[src/rtl/fifo_pkg.sv]
// Shared sizing helpers and parameter legality checks for the parametrised FIFO.
package fifo_pkg;

  function automatic int ptr_w(input int depth);
    return (depth > 1) ? $clog2(depth) : 1;
  endfunction

  function automatic int cnt_w(input int depth);
    return $clog2(depth) + 1;
  endfunction

  function automatic bit is_pow2(input int v);
    return (v >= 2) && ((v & (v - 1)) == 0);
  endfunction

  function automatic bit thresh_ok(input int depth, input int afull, input int aempty);
    return (afull >= 1) && (afull <= depth) && (aempty >= 0) && (aempty <= depth - 1);
  endfunction

endpackage

[src/rtl/sync_fifo_param_mem.sv]
// DEPTH x DATA_WIDTH dual-port RAM: synchronous write, registered read with
// write-through when the same address is written and read on one edge.
module sync_fifo_param_mem #(
  parameter int DATA_WIDTH = 8,
  parameter int DEPTH      = 16,
  parameter int ADDR_WIDTH = 4
) (
  input  logic                  clk,
  input  logic                  rst_n,
  input  logic                  we,
  input  logic [ADDR_WIDTH-1:0] waddr,
  input  logic [DATA_WIDTH-1:0] wdata,
  input  logic                  re,
  input  logic [ADDR_WIDTH-1:0] raddr,
  output logic [DATA_WIDTH-1:0] rdata
);

  logic [DATA_WIDTH-1:0] mem [DEPTH];

  always_ff @(posedge clk) begin
    if (we) mem[waddr] <= wdata;
  end

  // Write-through lets a word written into an empty FWFT FIFO appear on the same edge.
  always_ff @(posedge clk or negedge rst_n) begin
    if (!rst_n) begin
      rdata <= '0;
    end else if (re) begin
      rdata <= (we && (waddr == raddr)) ? wdata : mem[raddr];
    end
  end

endmodule

[src/rtl/sync_fifo_param.sv]
// Single-clock parametrised FIFO with fill count, almost-full/empty flags,
// overflow/underflow pulses and optional first-word-fall-through read mode.
module sync_fifo_param
  import fifo_pkg::*;
#(
  parameter int DATA_WIDTH    = 8,
  parameter int DEPTH         = 16,
  parameter int AFULL_THRESH  = 12,
  parameter int AEMPTY_THRESH = 4,
  parameter int FWFT          = 0
) (
  input  logic                     clk,
  input  logic                     rst_n,
  input  logic [DATA_WIDTH-1:0]    wdata,
  input  logic                     winc,
  output logic                     wfull,
  output logic                     wafull,
  output logic                     wovf,
  input  logic                     rinc,
  output logic [DATA_WIDTH-1:0]    rdata,
  output logic                     rempty,
  output logic                     raempty,
  output logic                     rudf,
  output logic [$clog2(DEPTH):0]   count
);

  localparam int PW = ptr_w(DEPTH);
  localparam int CW = cnt_w(DEPTH);

  if (!is_pow2(DEPTH)) begin : g_bad_depth
    $error("sync_fifo_param: DEPTH must be a power of two >= 2");
  end
  if (!thresh_ok(DEPTH, AFULL_THRESH, AEMPTY_THRESH)) begin : g_bad_thresh
    $error("sync_fifo_param: almost-full/almost-empty threshold out of range");
  end

  logic [PW-1:0] wptr, rptr, rptr_nx;
  logic [CW-1:0] cnt_nx;
  logic          wr_ok, rd_ok;
  logic          mem_re;
  logic [PW-1:0] mem_raddr;

  assign wr_ok = winc && !wfull;
  assign rd_ok = rinc && !rempty;

  always_comb begin
    cnt_nx  = count;
    rptr_nx = rptr;
    if (wr_ok && !rd_ok) cnt_nx = count + CW'(1);
    else if (rd_ok && !wr_ok) cnt_nx = count - CW'(1);
    if (rd_ok) rptr_nx = rptr + PW'(1);
  end

  // Standard mode loads rdata only on a pop; FWFT keeps the head word preloaded.
  assign mem_re    = (FWFT != 0) ? (cnt_nx != '0) : rd_ok;
  assign mem_raddr = (FWFT != 0) ? rptr_nx : rptr;

  sync_fifo_param_mem #(
    .DATA_WIDTH (DATA_WIDTH),
    .DEPTH      (DEPTH),
    .ADDR_WIDTH (PW)
  ) u_mem (
    .clk   (clk),
    .rst_n (rst_n),
    .we    (wr_ok),
    .waddr (wptr),
    .wdata (wdata),
    .re    (mem_re),
    .raddr (mem_raddr),
    .rdata (rdata)
  );

  always_ff @(posedge clk or negedge rst_n) begin
    if (!rst_n) begin
      wptr    <= '0;
      rptr    <= '0;
      count   <= '0;
      wfull   <= 1'b0;
      wafull  <= (AFULL_THRESH == 0);
      wovf    <= 1'b0;
      rempty  <= 1'b1;
      raempty <= 1'b1;
      rudf    <= 1'b0;
    end else begin
      if (wr_ok) wptr <= wptr + PW'(1);
      rptr    <= rptr_nx;
      count   <= cnt_nx;
      wfull   <= (cnt_nx == CW'(DEPTH));
      wafull  <= (cnt_nx >= CW'(AFULL_THRESH));
      wovf    <= winc && wfull;
      rempty  <= (cnt_nx == '0);
      raempty <= (cnt_nx <= CW'(AEMPTY_THRESH));
      rudf    <= rinc && rempty;
    end
  end

endmodule

[config.mk]
export PLATFORM = sky130hd
export DESIGN_NAME = sync_fifo_param
export DESIGN_NICKNAME = d
export VERILOG_FILES = /design/src/rtl/fifo_pkg.sv /design/src/rtl/sync_fifo_param_mem.sv /design/src/rtl/sync_fifo_param.sv
export SDC_FILE = /design/constraint.sdc
export NUM_CORES = 1
export LEC_CHECK = 0
export CAP_MARGIN = 20
export CORE_ASPECT_RATIO = 1.25
export CORE_MARGIN = 2
export CORE_UTILIZATION = 65
export CTS_BUF_LIST = sky130_fd_sc_hd__clkbuf_8
export DETAILED_ROUTE_END_ITERATION = 8
export GPL_TIMING_DRIVEN = 0
export PLACE_DENSITY = 0.87
export SYNTH_ARGS = -nofsm -noshare
export SYNTH_HDL_FRONTEND = slang
export SYNTH_SLANG_ARGS = --single-unit
[constraint.sdc]
create_clock -name clk -period 3.1 [get_ports clk]
set_input_delay 0.31 -clock clk [delete_from_list [all_inputs] [get_ports clk]]
set_output_delay 0.31 -clock clk [all_outputs]
set_load 0.01 [all_outputs]
==> run_summary.xml, run 1 <==
<?xml version="1.0" encoding="UTF-8"?>
<metrics>
  <group name="power_and_ir_drop">
    <metric name="power.switching" unit="W">0.00197</metric>
    <metric name="sequentialPowerShare" unit="">0.444</metric>
    <metric name="p_per_area" unit="mW/mm^2">884</metric>
    <metric name="switching_share" unit="">0.314</metric>
    <metric name="clkPwrFrac" unit="">0.226</metric>
    <metric name="int_power" unit="W">0.00432</metric>
    <metric name="cellLeakagePower" unit="nW">2.44</metric>
    <metric name="vdd_drop_max" unit="mV">0.514</metric>
    <metric name="power" unit="W">0.00629</metric>
    <metric name="comb_power_share" unit="">0.330</metric>
  </group>
  <group name="place">
    <metric name="dp.final_hpwl" unit="um">7890</metric>
    <metric name="dpl_cells" unit="">485</metric>
    <metric name="globalplace.congestion" unit="">0.843</metric>
    <metric name="io_buffer_count" unit="">30</metric>
  </group>
  <group name="synth">
    <metric name="netlist.area_leader.share" unit="">0.614</metric>
    <metric name="yosysTopAreaCell" unit="">sky130_fd_sc_hd__edfxtp_1</metric>
    <metric name="synthMostInstantiatedCell" unit="">sky130_fd_sc_hd__edfxtp_1</metric>
    <metric name="synth.yosys.warnings" unit="">0</metric>
    <metric name="ys_seq_area_frac" unit="">0.723</metric>
    <metric name="post_synth_num_cell_types" unit="">37</metric>
    <metric name="postSynthCellCount" unit="">328</metric>
    <metric name="post_synth_instance_area" unit="mm^2">0.00626</metric>
    <metric name="synth.area.top_cells" unit="">sky130_fd_sc_hd__edfxtp_1 61%, sky130_fd_sc_hd__dfrtp_1 10%, sky130_fd_sc_hd__mux4_1 8.0%</metric>
    <metric name="synth_fp_nets" unit="">347</metric>
    <metric name="ys_dominant_reg_cell" unit="">sky130_fd_sc_hd__edfxtp_1</metric>
    <metric name="synth_edf_count" unit="">128</metric>
    <metric name="post_synth_most_frequent_cells" unit="">128 x sky130_fd_sc_hd__edfxtp_1, 25 x sky130_fd_sc_hd__dfrtp_1, 20 x sky130_fd_sc_hd__and2_1, 19 x sky130_fd_sc_hd__mux4_1, 17 x sky130_fd_sc_hd__a22oi_1</metric>
    <metric name="asyncSetResetFlopFracSynth" unit="">0.174</metric>
    <metric name="syn_area_per_cell" unit="um^2">19.1</metric>
    <metric name="ys_ff_latch" unit="">155</metric>
  </group>
  <group name="detailed_routing">
    <metric name="total_iterations_of_the_first_detailed_routing_run" unit="">7</metric>
    <metric name="initialDrtViolationCount" unit="">346</metric>
    <metric name="finalWirelength" unit="um">11500</metric>
    <metric name="routed_wire_length_per_instance" unit="um">22.2</metric>
    <metric name="route.detailed.drc" unit="">0</metric>
    <metric name="drt.antenna.violating_nets" unit="">0</metric>
    <metric name="via_per_inst" unit="">6.09</metric>
    <metric name="routed-via-count" unit="">3149</metric>
  </group>
  <group name="cells_and_area">
    <metric name="layout.core_utilization" unit="">0.748</metric>
    <metric name="area_delta_synth_final" unit="%">13.7</metric>
    <metric name="drive_above_1_share" unit="">0.133</metric>
    <metric name="layout.cells.non_filler" unit="">517</metric>
    <metric name="fin_nets" unit="">397</metric>
    <metric name="antenna_cells" unit="">0</metric>
  </group>
  <group name="clocking">
    <metric name="clockRootBuffer" unit="">sky130_fd_sc_hd__clkbuf_8</metric>
    <metric name="htreeDepth" unit="">4</metric>
    <metric name="ctsLongestPathBuffers" unit="">2</metric>
    <metric name="cts.clk_slew.worst_paths" unit="ns">0.08</metric>
    <metric name="tritoncts.num_buffers" unit="">17</metric>
    <metric name="cts_resized" unit="">0</metric>
    <metric name="clock_latency" unit="ns">0.44</metric>
    <metric name="cts_tree" unit="">done</metric>
    <metric name="cts_setup_buffers" unit="">0</metric>
    <metric name="hold_fix_buffers_cts" unit="">0</metric>
    <metric name="cts_num_sinks" unit="">155</metric>
  </group>
  <group name="global_routing">
    <metric name="global_route.overflow_total" unit="">0</metric>
    <metric name="largest_net_degree_at_the_start_of_global_routing" unit="">18</metric>
    <metric name="antenna_found_initial" unit="">0</metric>
    <metric name="grt_pass1_wl" unit="um">18000</metric>
    <metric name="globalRouteTotalUtil" unit="">0.242</metric>
    <metric name="first_global_vias" unit="">3267</metric>
  </group>
  <group name="worst_setup_path">
    <metric name="largest_incremental_delay_on_the_critical_path" unit="ns">0.53</metric>
    <metric name="r2r-end" unit="">u_mem.rdata[1]$_DFFE_PN0P_</metric>
    <metric name="path_cells" unit="">buf_2 &gt; clkbuf_1 &gt; mux4_2 &gt; a22oi_1 &gt; a21oi_1 &gt; a221o_1</metric>
    <metric name="cp_top_family" unit="">compound AO/OA/AOI/OAI gates</metric>
    <metric name="cp-end-kind" unit="">register</metric>
    <metric name="crit_slowest_cell" unit="">sky130_fd_sc_hd__clkbuf_1</metric>
    <metric name="cp_data_required_time" unit="ns">3.42</metric>
    <metric name="reg2reg_depth" unit="">6</metric>
    <metric name="cp.arrival" unit="ns">2.72</metric>
    <metric name="r2r_setup_slack" unit="ns">0.71</metric>
    <metric name="worst_r2r_startpoint" unit="">mem_raddr[3]$_DFFE_PN0P_</metric>
    <metric name="crit_path_start_kind" unit="">register</metric>
    <metric name="critical_path.n_buffers_inverters" unit="">2</metric>
    <metric name="worstSetupPathType" unit="">register to register</metric>
    <metric name="worst-path-max-fanout" unit="">10</metric>
  </group>
  <group name="die">
    <metric name="floorplan_die_height" unit="um">114</metric>
    <metric name="die_w" unit="um">91.8</metric>
    <metric name="fp.coreArea" unit="mm^2">0.00951</metric>
    <metric name="die-area" unit="mm^2">0.0104</metric>
    <metric name="placement_rows" unit="">40</metric>
    <metric name="ioPinCount" unit="">31</metric>
    <metric name="floorplan.initialDensity" unit="">0.658</metric>
  </group>
  <group name="timing">
    <metric name="slew-limit-headroom" unit="">0.444</metric>
    <metric name="tightest_slew" unit="ns">0.828</metric>
    <metric name="rsz0062_at_grt" unit="">no</metric>
    <metric name="fin_crit" unit="ns">2.39</metric>
    <metric name="fin_worst_skew" unit="ns">0.0140</metric>
    <metric name="final_hold_viol_count" unit="">0</metric>
    <metric name="timing.final.crit_share" unit="">0.773</metric>
    <metric name="setup_tns" unit="ns">0</metric>
    <metric name="timing.final.setup_violations" unit="">0</metric>
    <metric name="max_freq" unit="MHz">418</metric>
    <metric name="slew_viol_final" unit="">0</metric>
  </group>
  <group name="hold_path">
    <metric name="hp_class" unit="">input pin to asynchronous set/reset pin</metric>
  </group>
  <group name="run_status">
    <metric name="run_status" unit="">finished, final reports clean</metric>
  </group>
  <group name="job">
    <metric name="drv.max_cap_violation_count" unit="">0</metric>
  </group>
</metrics>
==> sequential cells by signal, indices dropped and copies added (netlist names) <==
| signal | cells |
|---|---|
| count | 5 |
| mem_raddr | 4 |
| raempty | 1 |
| rempty | 1 |
| rudf | 1 |
| u_mem.mem | 128 |
| u_mem.rdata | 8 |
| wafull | 1 |
| wfull | 1 |
| wovf | 1 |
| wptr | 4 |
==> cell type report <==
type | count | area, um^2
Buffer | 15 | 97.6
Clock buffer | 17 | 234
Clock inverter | 15 | 150
Fill cell | 536 | 2390
Inverter | 5 | 18.8
Multi-Input combinational cell | 153 | 1620
Sequential cell | 155 | 4520
Tap cell | 126 | 158
Timing Repair Buffer | 31 | 315
==> cell families (layout without fill, tap and decap cells) <==
logic type	Yosys count	in the layout	share of synthesized area
adders and majority gates	7	7	0.0140
and+or+nand+nor	57	57	0.0492
AOI/OAI and AO/OA	43	43	0.0496
buffers and inverters	20	83	0.0186
xor gates and xnor gates	14	14	0.0196
muxes	32	32	0.127
DFF	155	155	0.723
==> per-stage QoR <==
step	instance area [um^2]	hold slack, ns	worst slack [ns]
floorplan	6260	0.0144	1.28
global placement	6720	0.508	0.781
detailed placement	6730	0.506	0.745
CTS	7120	0.292	0.738
global route	7120	0.322	0.654
finish	7120	0.299	0.705
==> layout by cell type, fill, tap and decap left out, types with 3 or more instances in the layout <==
| cell | synthesis | layout |
|---|---|---|
| sky130_fd_sc_hd__mux4_1 | 19 | 19 |
| sky130_fd_sc_hd__a221o_1 | 8 | 8 |
| sky130_fd_sc_hd__a22oi_1 | 17 | 17 |
| sky130_fd_sc_hd__mux4_2 | 13 | 13 |
| sky130_fd_sc_hd__clkinvlp_4 | 0 | 4 |
| sky130_fd_sc_hd__ha_1 | 7 | 7 |
| sky130_fd_sc_hd__dfrtp_1 | 25 | 25 |
| sky130_fd_sc_hd__clkbuf_1 | 7 | 7 |
| sky130_fd_sc_hd__nand2_1 | 12 | 12 |
| sky130_fd_sc_hd__clkbuf_8 | 0 | 17 |
| sky130_fd_sc_hd__xnor2_1 | 12 | 12 |
| sky130_fd_sc_hd__clkinv_4 | 0 | 4 |
| sky130_fd_sc_hd__nor2_1 | 4 | 4 |
| sky130_fd_sc_hd__buf_6 | 3 | 3 |
| sky130_fd_sc_hd__inv_1 | 5 | 5 |
| sky130_fd_sc_hd__a21oi_1 | 9 | 9 |
| sky130_fd_sc_hd__clkinv_1 | 0 | 3 |
| sky130_fd_sc_hd__and2_1 | 20 | 20 |
| sky130_fd_sc_hd__nand3_1 | 6 | 6 |
| sky130_fd_sc_hd__nor2b_1 | 4 | 4 |
| sky130_fd_sc_hd__clkdlybuf4s50_1 | 0 | 30 |
| sky130_fd_sc_hd__edfxtp_1 | 128 | 128 |
==> metal layers <==
metal,GRT usage,part of all wire,vias to the layer above
met5,0,0,-
met4,0.124,0.040,0
met3,0.0627,0.061,24
met2,0.389,0.51,143
met1,0.309,0.39,1546
li1,-,-,1436
==> worst max path at each step <==
stage	from	end	slack [ns]	cells after the start
after floorplan	mem_raddr[0]$_DFFE_PN0P_	u_mem.rdata[6]$_DFFE_PN0P_	1.28	6
after global placement	mem_raddr[3]$_DFFE_PN0P_	u_mem.rdata[1]$_DFFE_PN0P_	0.78	6
after detailed placement	mem_raddr[3]$_DFFE_PN0P_	u_mem.rdata[1]$_DFFE_PN0P_	0.74	6
after CTS	mem_raddr[3]$_DFFE_PN0P_	u_mem.rdata[1]$_DFFE_PN0P_	0.74	6
after global routing	mem_raddr[3]$_DFFE_PN0P_	u_mem.rdata[1]$_DFFE_PN0P_	0.65	6
final	mem_raddr[3]$_DFFE_PN0P_	u_mem.rdata[1]$_DFFE_PN0P_	0.71	6
==> power groups by stage <==
stage,registers [W],logic (W),clock network (W)
2_1_floorplan,0.00283,0.00136,0
3_3_place_gp,0.00281,0.00200,0
3_5_place_dp,0.00283,0.00207,0
4_1_cts,0.00279,0.00209,0.00144
5_1_grt,0.00283,0.00224,0.00153
6_report,0.00279,0.00208,0.00142
(Power assumes the default switching activity.)
==> run 2, diff against run 1 <==
CORE_UTILIZATION = 56   (was 65)
PLACE_DENSITY = 0.8   (was 0.87)
clock period = 1.9 ns   (was 3.1 ns; I/O delays follow)
==> run_summary.xml, run 2 (synthesized netlist as in run 1, its figures left out) <==
<?xml version="1.0" encoding="UTF-8"?>
<metrics>
  <group name="clocking">
    <metric name="ctsLongestPathBuffers" unit="">2</metric>
    <metric name="htreeDepth" unit="">4</metric>
    <metric name="cts.clk_slew.worst_paths" unit="ns">0.08</metric>
    <metric name="clockRootBuffer" unit="">sky130_fd_sc_hd__clkbuf_8</metric>
    <metric name="clock_latency" unit="ns">0.43</metric>
    <metric name="cts_num_sinks" unit="">155</metric>
    <metric name="hold_fix_buffers_cts" unit="">0</metric>
    <metric name="tritoncts.num_buffers" unit="">17</metric>
    <metric name="cts_tree" unit="">done</metric>
  </group>
  <group name="timing">
    <metric name="fin_crit" unit="ns">2.02</metric>
    <metric name="tightest_slew" unit="ns">0.831</metric>
    <metric name="max_freq" unit="MHz">495</metric>
    <metric name="slew_viol_final" unit="">0</metric>
    <metric name="final_hold_viol_count" unit="">0</metric>
    <metric name="layout_setup_ws" unit="ns">-0.121</metric>
    <metric name="timing.final.crit_share" unit="">1.06</metric>
    <metric name="rsz0062_at_grt" unit="">yes</metric>
    <metric name="fin_worst_skew" unit="ns">0.0103</metric>
    <metric name="timing.final.setup_violations" unit="">8</metric>
    <metric name="slew-limit-headroom" unit="">0.444</metric>
  </group>
  <group name="detailed_routing">
    <metric name="routed-via-count" unit="">3275</metric>
    <metric name="route.detailed.drc" unit="">0</metric>
    <metric name="routed_wire_length_per_instance" unit="um">23.4</metric>
    <metric name="via_per_inst" unit="">6.16</metric>
    <metric name="initialDrtViolationCount" unit="">308</metric>
    <metric name="total_iterations_of_the_first_detailed_routing_run" unit="">5</metric>
    <metric name="drt.antenna.violating_nets" unit="">0</metric>
    <metric name="finalWirelength" unit="um">12400</metric>
  </group>
  <group name="power_and_ir_drop">
    <metric name="p_per_area" unit="mW/mm^2">1500</metric>
    <metric name="power" unit="W">0.0110</metric>
    <metric name="cellLeakagePower" unit="nW">2.51</metric>
    <metric name="vdd_drop_max" unit="mV">0.580</metric>
  </group>
  <group name="worst_setup_path">
    <metric name="largest_incremental_delay_on_the_critical_path" unit="ns">0.52</metric>
    <metric name="path_cells" unit="">buf_8 &gt; buf_12 &gt; mux4_2 &gt; a22oi_2 &gt; a21oi_2 &gt; a221o_1</metric>
    <metric name="crit_path_start_kind" unit="">register</metric>
    <metric name="cp-end-kind" unit="">register</metric>
    <metric name="worstSetupPathType" unit="">register to register</metric>
    <metric name="worst-path-max-fanout" unit="">7</metric>
    <metric name="r2r-end" unit="">u_mem.rdata[2]$_DFFE_PN0P_</metric>
    <metric name="crit_slowest_cell" unit="">sky130_fd_sc_hd__mux4_2</metric>
    <metric name="cp.arrival" unit="ns">2.34</metric>
    <metric name="cp_data_required_time" unit="ns">2.21</metric>
    <metric name="r2r_setup_slack" unit="ns">-0.12</metric>
    <metric name="worst_r2r_startpoint" unit="">mem_raddr[0]$_DFFE_PN0P_</metric>
    <metric name="reg2reg_depth" unit="">6</metric>
  </group>
  <group name="cells_and_area">
    <metric name="final_cell_area" unit="mm^2">0.00734</metric>
    <metric name="max_flop_register" unit="">u_mem.mem</metric>
    <metric name="largest_registers" unit="">u_mem.mem x128, u_mem.rdata x8, count x5</metric>
    <metric name="seq_area" unit="mm^2">0.00452</metric>
    <metric name="layout.cells.non_filler" unit="">532</metric>
    <metric name="final.fill_count" unit="">687</metric>
    <metric name="flip_flop_count_of_the_largest_register_after_layout" unit="">128</metric>
    <metric name="area_delta_synth_final" unit="%">17.2</metric>
    <metric name="multi_input_comb_area" unit="mm^2">0.00171</metric>
    <metric name="antenna_cells" unit="">0</metric>
    <metric name="drive_above_1_share" unit="">0.267</metric>
    <metric name="most-common-layout-cells" unit="">128 x sky130_fd_sc_hd__edfxtp_1, 30 x sky130_fd_sc_hd__clkdlybuf4s50_1, 25 x sky130_fd_sc_hd__dfrtp_1, 24 x sky130_fd_sc_hd__mux4_2, 17 x sky130_fd_sc_hd__clkbuf_8</metric>
    <metric name="most_common_cell_after_layout_fill_and_taps_aside" unit="">sky130_fd_sc_hd__edfxtp_1</metric>
    <metric name="fin_nets" unit="">403</metric>
  </group>
  <group name="place">
    <metric name="globalplace.congestion" unit="">0.888</metric>
    <metric name="placedInstanceArea" unit="mm^2">0.00674</metric>
    <metric name="io_buffer_count" unit="">30</metric>
    <metric name="dpl_cells" unit="">494</metric>
    <metric name="dp.final_hpwl" unit="um">7980</metric>
  </group>
  <group name="global_routing">
    <metric name="first_global_vias" unit="">3331</metric>
    <metric name="largest_net_degree_at_the_start_of_global_routing" unit="">18</metric>
    <metric name="groute.layer.met1.usage" unit="">0.286</metric>
    <metric name="global_route_track_usage_on_met3" unit="">0.0551</metric>
    <metric name="met2_usage" unit="">0.342</metric>
    <metric name="globalRouteTotalUtil" unit="">0.218</metric>
    <metric name="antenna_found_initial" unit="">0</metric>
    <metric name="global_route.overflow_total" unit="">0</metric>
    <metric name="grt_pass1_wl" unit="um">18900</metric>
    <metric name="grt_most_used_layer" unit="">met2</metric>
  </group>
  <group name="job">
    <metric name="drv.max_cap_violation_count" unit="">0</metric>
  </group>
  <group name="die">
    <metric name="placement_rows" unit="">43</metric>
    <metric name="ioPinCount" unit="">31</metric>
    <metric name="die-area" unit="mm^2">0.0120</metric>
    <metric name="floorplan.initialDensity" unit="">0.570</metric>
    <metric name="fp.coreArea" unit="mm^2">0.0110</metric>
    <metric name="die_w" unit="um">98.6</metric>
    <metric name="floorplan_die_height" unit="um">122</metric>
  </group>
  <group name="run_status">
    <metric name="run_status" unit="">finished, violations left</metric>
    <metric name="failed_checks" unit="">negative setup slack</metric>
  </group>
  <group name="hold_path">
    <metric name="hp_class" unit="">input pin to asynchronous set/reset pin</metric>
  </group>
</metrics>
## run 2: cell count changes in the layout (fill, tap and decap cells not counted), sizes merged
cell and delta:
buf +7, bufinv +1, clkinvlp -2, clkinv -1, clkbuf -1, inv +2
## run 2: final cells by class
type / count / area share
Timing Repair Buffer: 37 / 0.0524
Buffer: 15 / 0.0182
Clock buffer: 17 / 0.0319
Inverter: 5 / 0.00256
Tap cell: 135 / 0.0230
Clock inverter: 15 / 0.0218
Sequential cell: 155 / 0.616
Multi-Input combinational cell: 153 / 0.234
## run 2: metrics by stage
step | util | hold WS [ns] | setup TNS (ns) | worst slack [ns]
CTS | 0.660 | 0.111 | -0.475 | -0.104
global placement | 0.613 | 0.508 | -24.82 | -0.477
detailed placement | 0.614 | 0.515 | -30.92 | -0.520
floorplan | - | -0.106 | 0 | 0.0800
finish | 0.668 | 0.123 | -0.679 | -0.121
global route | 0.668 | 0.140 | -1.11 | -0.162
## run 2: power by group
part / internal [W] / switching [W]
sequential: 0.00424 / 0.000338
combinational: 0.00199 / 0.00204
clock: 0.00127 / 0.00113
## run 2: worst max-delay path, delay by kind of cell, from the launching register on
family / cells / cell delay [ns]
multiplexers: 1 / 0.52
flip-flops: 1 / 0.39
buffers and inverters: 2 / 0.32
AO/OA/AOI/OAI: 3 / 0.66
## run 2: worst max path at each step
stage               cells past startpoint                     start                    endpoint  slack (ns)
floorplan                               6  mem_raddr[0]$_DFFE_PN0P_  u_mem.rdata[6]$_DFFE_PN0P_        0.08
global placement                        6  mem_raddr[3]$_DFFE_PN0P_  u_mem.rdata[2]$_DFFE_PN0P_       -0.48
detailed placement                      6  mem_raddr[3]$_DFFE_PN0P_  u_mem.rdata[2]$_DFFE_PN0P_       -0.52
CTS                                     6  mem_raddr[0]$_DFFE_PN0P_  u_mem.rdata[2]$_DFFE_PN0P_       -0.10
global route                            6  mem_raddr[0]$_DFFE_PN0P_  u_mem.rdata[2]$_DFFE_PN0P_       -0.16
finish                                  6  mem_raddr[0]$_DFFE_PN0P_  u_mem.rdata[2]$_DFFE_PN0P_       -0.12
## run 2: repair_timing
action | CTS | global route
pin swaps | 9 | 3
resized for setup | 36 | 30
setup buffers | 4 | 1
setup endpoints to repair | 48 | 105
cloned | 1 | 0
## run 2: routing by layer
| metal | wire, um | vias up | part of all wire |
|---|---|---|---|
| met5 | 0 | - | 0 |
| met4 | 597 | 0 | 0.048 |
| met3 | 586 | 28 | 0.047 |
| met2 | 6140 | 137 | 0.49 |
| met1 | 5120 | 1672 | 0.41 |
| li1 | - | 1438 | - |
==> run 3, diff against run 2 <==
ABC_AREA = 1   (was default)
CORE_UTILIZATION = 57   (was 56)
PLACE_DENSITY = 0.81   (was 0.8)
==> run_summary.xml, run 3 <==
<?xml version="1.0" encoding="UTF-8"?>
<metrics>
  <group name="run_status">
    <metric name="run_status" unit="">finished, final reports clean</metric>
  </group>
  <group name="clocking">
    <metric name="tritoncts.num_buffers" unit="">17</metric>
    <metric name="cts_tree" unit="">done</metric>
    <metric name="htreeDepth" unit="">4</metric>
    <metric name="clock_latency" unit="ns">0.45</metric>
    <metric name="cts_num_sinks" unit="">155</metric>
    <metric name="ctsLongestPathBuffers" unit="">2</metric>
    <metric name="cts_setup_buffers" unit="">0</metric>
    <metric name="clockRootBuffer" unit="">sky130_fd_sc_hd__clkbuf_8</metric>
    <metric name="cts.clk_slew.worst_paths" unit="ns">0.08</metric>
    <metric name="hold_fix_buffers_cts" unit="">0</metric>
  </group>
  <group name="detailed_routing">
    <metric name="route.detailed.drc" unit="">0</metric>
    <metric name="finalWirelength" unit="um">16400</metric>
    <metric name="total_iterations_of_the_first_detailed_routing_run" unit="">5</metric>
    <metric name="initialDrtViolationCount" unit="">562</metric>
    <metric name="drt.antenna.violating_nets" unit="">0</metric>
    <metric name="via_per_inst" unit="">5.41</metric>
    <metric name="routed-via-count" unit="">5014</metric>
    <metric name="routed_wire_length_per_instance" unit="um">17.7</metric>
  </group>
  <group name="worst_setup_path">
    <metric name="reg2reg_depth" unit="">3</metric>
    <metric name="cp-end-kind" unit="">register</metric>
    <metric name="worstSetupPathType" unit="">register to register</metric>
    <metric name="path_cells" unit="">nor2_8 &gt; nand2_1 &gt; nor2_1</metric>
    <metric name="cp_data_required_time" unit="ns">1.98</metric>
    <metric name="worst_r2r_startpoint" unit="">wfull$_DFF_PN0_</metric>
    <metric name="worst-path-max-fanout" unit="">10</metric>
    <metric name="largest_incremental_delay_on_the_critical_path" unit="ns">0.63</metric>
    <metric name="r2r-end" unit="">u_mem.mem[15][1]$_DFFE_PP_</metric>
    <metric name="worst_setup_path_startpoint" unit="">wfull$_DFF_PN0_</metric>
    <metric name="cp.arrival" unit="ns">1.98</metric>
    <metric name="crit_slowest_cell" unit="">sky130_fd_sc_hd__nor2_1</metric>
    <metric name="crit_path_start_kind" unit="">register</metric>
    <metric name="r2r_setup_slack" unit="ns">0.002</metric>
  </group>
  <group name="synth">
    <metric name="ys_seq_area_frac" unit="">0.652</metric>
    <metric name="postSynthCellCount" unit="">701</metric>
    <metric name="synth.area.top_cells" unit="">sky130_fd_sc_hd__edfxtp_1 55%, sky130_fd_sc_hd__nand2_1 14%, sky130_fd_sc_hd__dfrtp_1 9.0%</metric>
    <metric name="synth_fp_nets" unit="">720</metric>
    <metric name="syn_area_per_cell" unit="um^2">9.90</metric>
    <metric name="synth_edf_count" unit="">128</metric>
    <metric name="synth.yosys.warnings" unit="">0</metric>
    <metric name="synthMostInstantiatedCell" unit="">sky130_fd_sc_hd__nand2_1</metric>
    <metric name="yosysTopAreaCell" unit="">sky130_fd_sc_hd__edfxtp_1</metric>
    <metric name="post_synth_instance_area" unit="mm^2">0.00694</metric>
    <metric name="netlist.area_leader.share" unit="">0.554</metric>
    <metric name="ys_dominant_reg_cell" unit="">sky130_fd_sc_hd__edfxtp_1</metric>
    <metric name="asyncSetResetFlopFracSynth" unit="">0.174</metric>
    <metric name="post_synth_num_cell_types" unit="">27</metric>
    <metric name="post_synth_most_frequent_cells" unit="">257 x sky130_fd_sc_hd__nand2_1, 128 x sky130_fd_sc_hd__edfxtp_1, 96 x sky130_fd_sc_hd__nand3_1, 91 x sky130_fd_sc_hd__inv_1</metric>
    <metric name="ys_ff_latch" unit="">155</metric>
  </group>
  <group name="cells_and_area">
    <metric name="fin_nets" unit="">770</metric>
    <metric name="layout.core_utilization" unit="">0.663</metric>
    <metric name="area_delta_synth_final" unit="%">14.6</metric>
    <metric name="most_common_cell_after_layout_fill_and_taps_aside" unit="">sky130_fd_sc_hd__nand2_1</metric>
    <metric name="max_flop_register" unit="">u_mem.mem</metric>
    <metric name="flip_flop_count_of_the_largest_register_after_layout" unit="">128</metric>
    <metric name="antenna_cells" unit="">0</metric>
    <metric name="layout.cells.non_filler" unit="">927</metric>
    <metric name="drive_above_1_share" unit="">0.111</metric>
    <metric name="final.fill_count" unit="">897</metric>
    <metric name="largest_registers" unit="">u_mem.mem x128, u_mem.rdata x8, count x5</metric>
    <metric name="most-common-layout-cells" unit="">257 x sky130_fd_sc_hd__nand2_1, 128 x sky130_fd_sc_hd__edfxtp_1, 96 x sky130_fd_sc_hd__nand3_1, 91 x sky130_fd_sc_hd__inv_1, 30 x sky130_fd_sc_hd__clkdlybuf4s50_1</metric>
  </group>
  <group name="timing">
    <metric name="slew_viol_final" unit="">0</metric>
    <metric name="layout_setup_ws" unit="ns">0.00187</metric>
    <metric name="max_freq" unit="MHz">527</metric>
    <metric name="tightest_slew" unit="ns">0.841</metric>
    <metric name="slew-limit-headroom" unit="">0.438</metric>
    <metric name="final_hold_viol_count" unit="">0</metric>
    <metric name="rsz0062_at_grt" unit="">yes</metric>
    <metric name="timing.hold.ws" unit="ns">0.118</metric>
    <metric name="fin_crit" unit="ns">1.90</metric>
    <metric name="fin_worst_skew" unit="ns">0.00928</metric>
    <metric name="timing.final.setup_violations" unit="">0</metric>
    <metric name="timing.final.crit_share" unit="">0.999</metric>
  </group>
  <group name="power_and_ir_drop">
    <metric name="p_per_area" unit="mW/mm^2">1480</metric>
    <metric name="cellLeakagePower" unit="nW">3.46</metric>
    <metric name="power" unit="W">0.0118</metric>
    <metric name="vdd_drop_max" unit="mV">0.885</metric>
  </group>
  <group name="die">
    <metric name="fp.coreArea" unit="mm^2">0.0120</metric>
    <metric name="die_w" unit="um">103</metric>
    <metric name="floorplan_die_height" unit="um">127</metric>
    <metric name="floorplan.initialDensity" unit="">0.579</metric>
    <metric name="placement_rows" unit="">45</metric>
    <metric name="die-area" unit="mm^2">0.0131</metric>
    <metric name="ioPinCount" unit="">31</metric>
  </group>
  <group name="global_routing">
    <metric name="global_route.overflow_total" unit="">0</metric>
    <metric name="globalRouteTotalUtil" unit="">0.271</metric>
    <metric name="largest_net_degree_at_the_start_of_global_routing" unit="">18</metric>
    <metric name="antenna_found_initial" unit="">0</metric>
    <metric name="first_global_vias" unit="">4981</metric>
    <metric name="grt_pass1_wl" unit="um">25900</metric>
  </group>
  <group name="place">
    <metric name="dp.final_hpwl" unit="um">11000</metric>
    <metric name="dp_slack" unit="ns">-0.351</metric>
    <metric name="io_buffer_count" unit="">30</metric>
    <metric name="dpl_cells" unit="">896</metric>
    <metric name="globalplace.congestion" unit="">0.952</metric>
  </group>
  <group name="job">
    <metric name="drv.max_cap_violation_count" unit="">0</metric>
  </group>
  <group name="hold_path">
    <metric name="hp_class" unit="">input pin to asynchronous set/reset pin</metric>
  </group>
</metrics>
==> run 3: critical path: cells and delay by family (launching register included) <==
family / cells / cell delay, ns
flops: 1 / 0.46
simple gates: 3 / 1.07
==> run 3: repair_timing <==
item | CTS | global route
gates resized for setup | 5 | 22
cloned | 0 | 0
endpoints found under the setup margin | 31 | 93
==> run 3: kinds of logic after synthesis <==
family | count (synthesis) | share of synthesized area
buf+inv | 124 | 0.0739
fa+ha+maj | 7 | 0.0126
simple gates | 391 | 0.238
compound gates | 15 | 0.0124
xor+xnor | 9 | 0.0114
flops | 155 | 0.652
==> run 3: final cells by class <==
cell class,instances,area (um^2),area share
clock buffers,17,234,0.0294
repair buffers,31,328,0.0412
plain buffers,28,170,0.0214
well taps,164,205,0.0258
flip-flops and latches,155,4520,0.568
inverters,96,364,0.0458
multi-input cells,422,1930,0.243
clock inverters,14,198,0.0249
==> run 3: worst max-delay path by stage <==
stage / to / slack, ns
4_1_cts: u_mem.mem[15][0]$_DFFE_PP_ / 0.0004
3_5_place_dp: u_mem.mem[12][3]$_DFFE_PP_ / -0.35
6_report: u_mem.mem[15][1]$_DFFE_PP_ / 0.002
5_1_grt: u_mem.mem[15][5]$_DFFE_PP_ / -0.11
3_3_place_gp: u_mem.mem[13][7]$_DFFE_PP_ / -0.26
2_1_floorplan: u_mem.mem[11][0]$_DFFE_PP_ / 0.31
==> run 3: per-layer routing <==
metal / global-route usage / wire (um)
met4: 0.133 / 609
met5: 0 / 0
met3: 0.0629 / 1240
met2: 0.443 / 8280
met1: 0.338 / 6300
==> run 3: metrics by stage <==
stage                     cell area (um^2)  setup TNS [ns]
after floorplan                       6940               0
after global placement                7440          -26.03
after detailed placement              7470          -32.06
after CTS                             7920               0
after global routing                  7960           -2.63
final                                 7960               0
==> run 3: where the power goes <==
part	internal, W	switching, W
sequential	0.00421	0.000280
combinational	0.00154	0.00308
clock	0.00143	0.00125
total	0.00718	0.00461
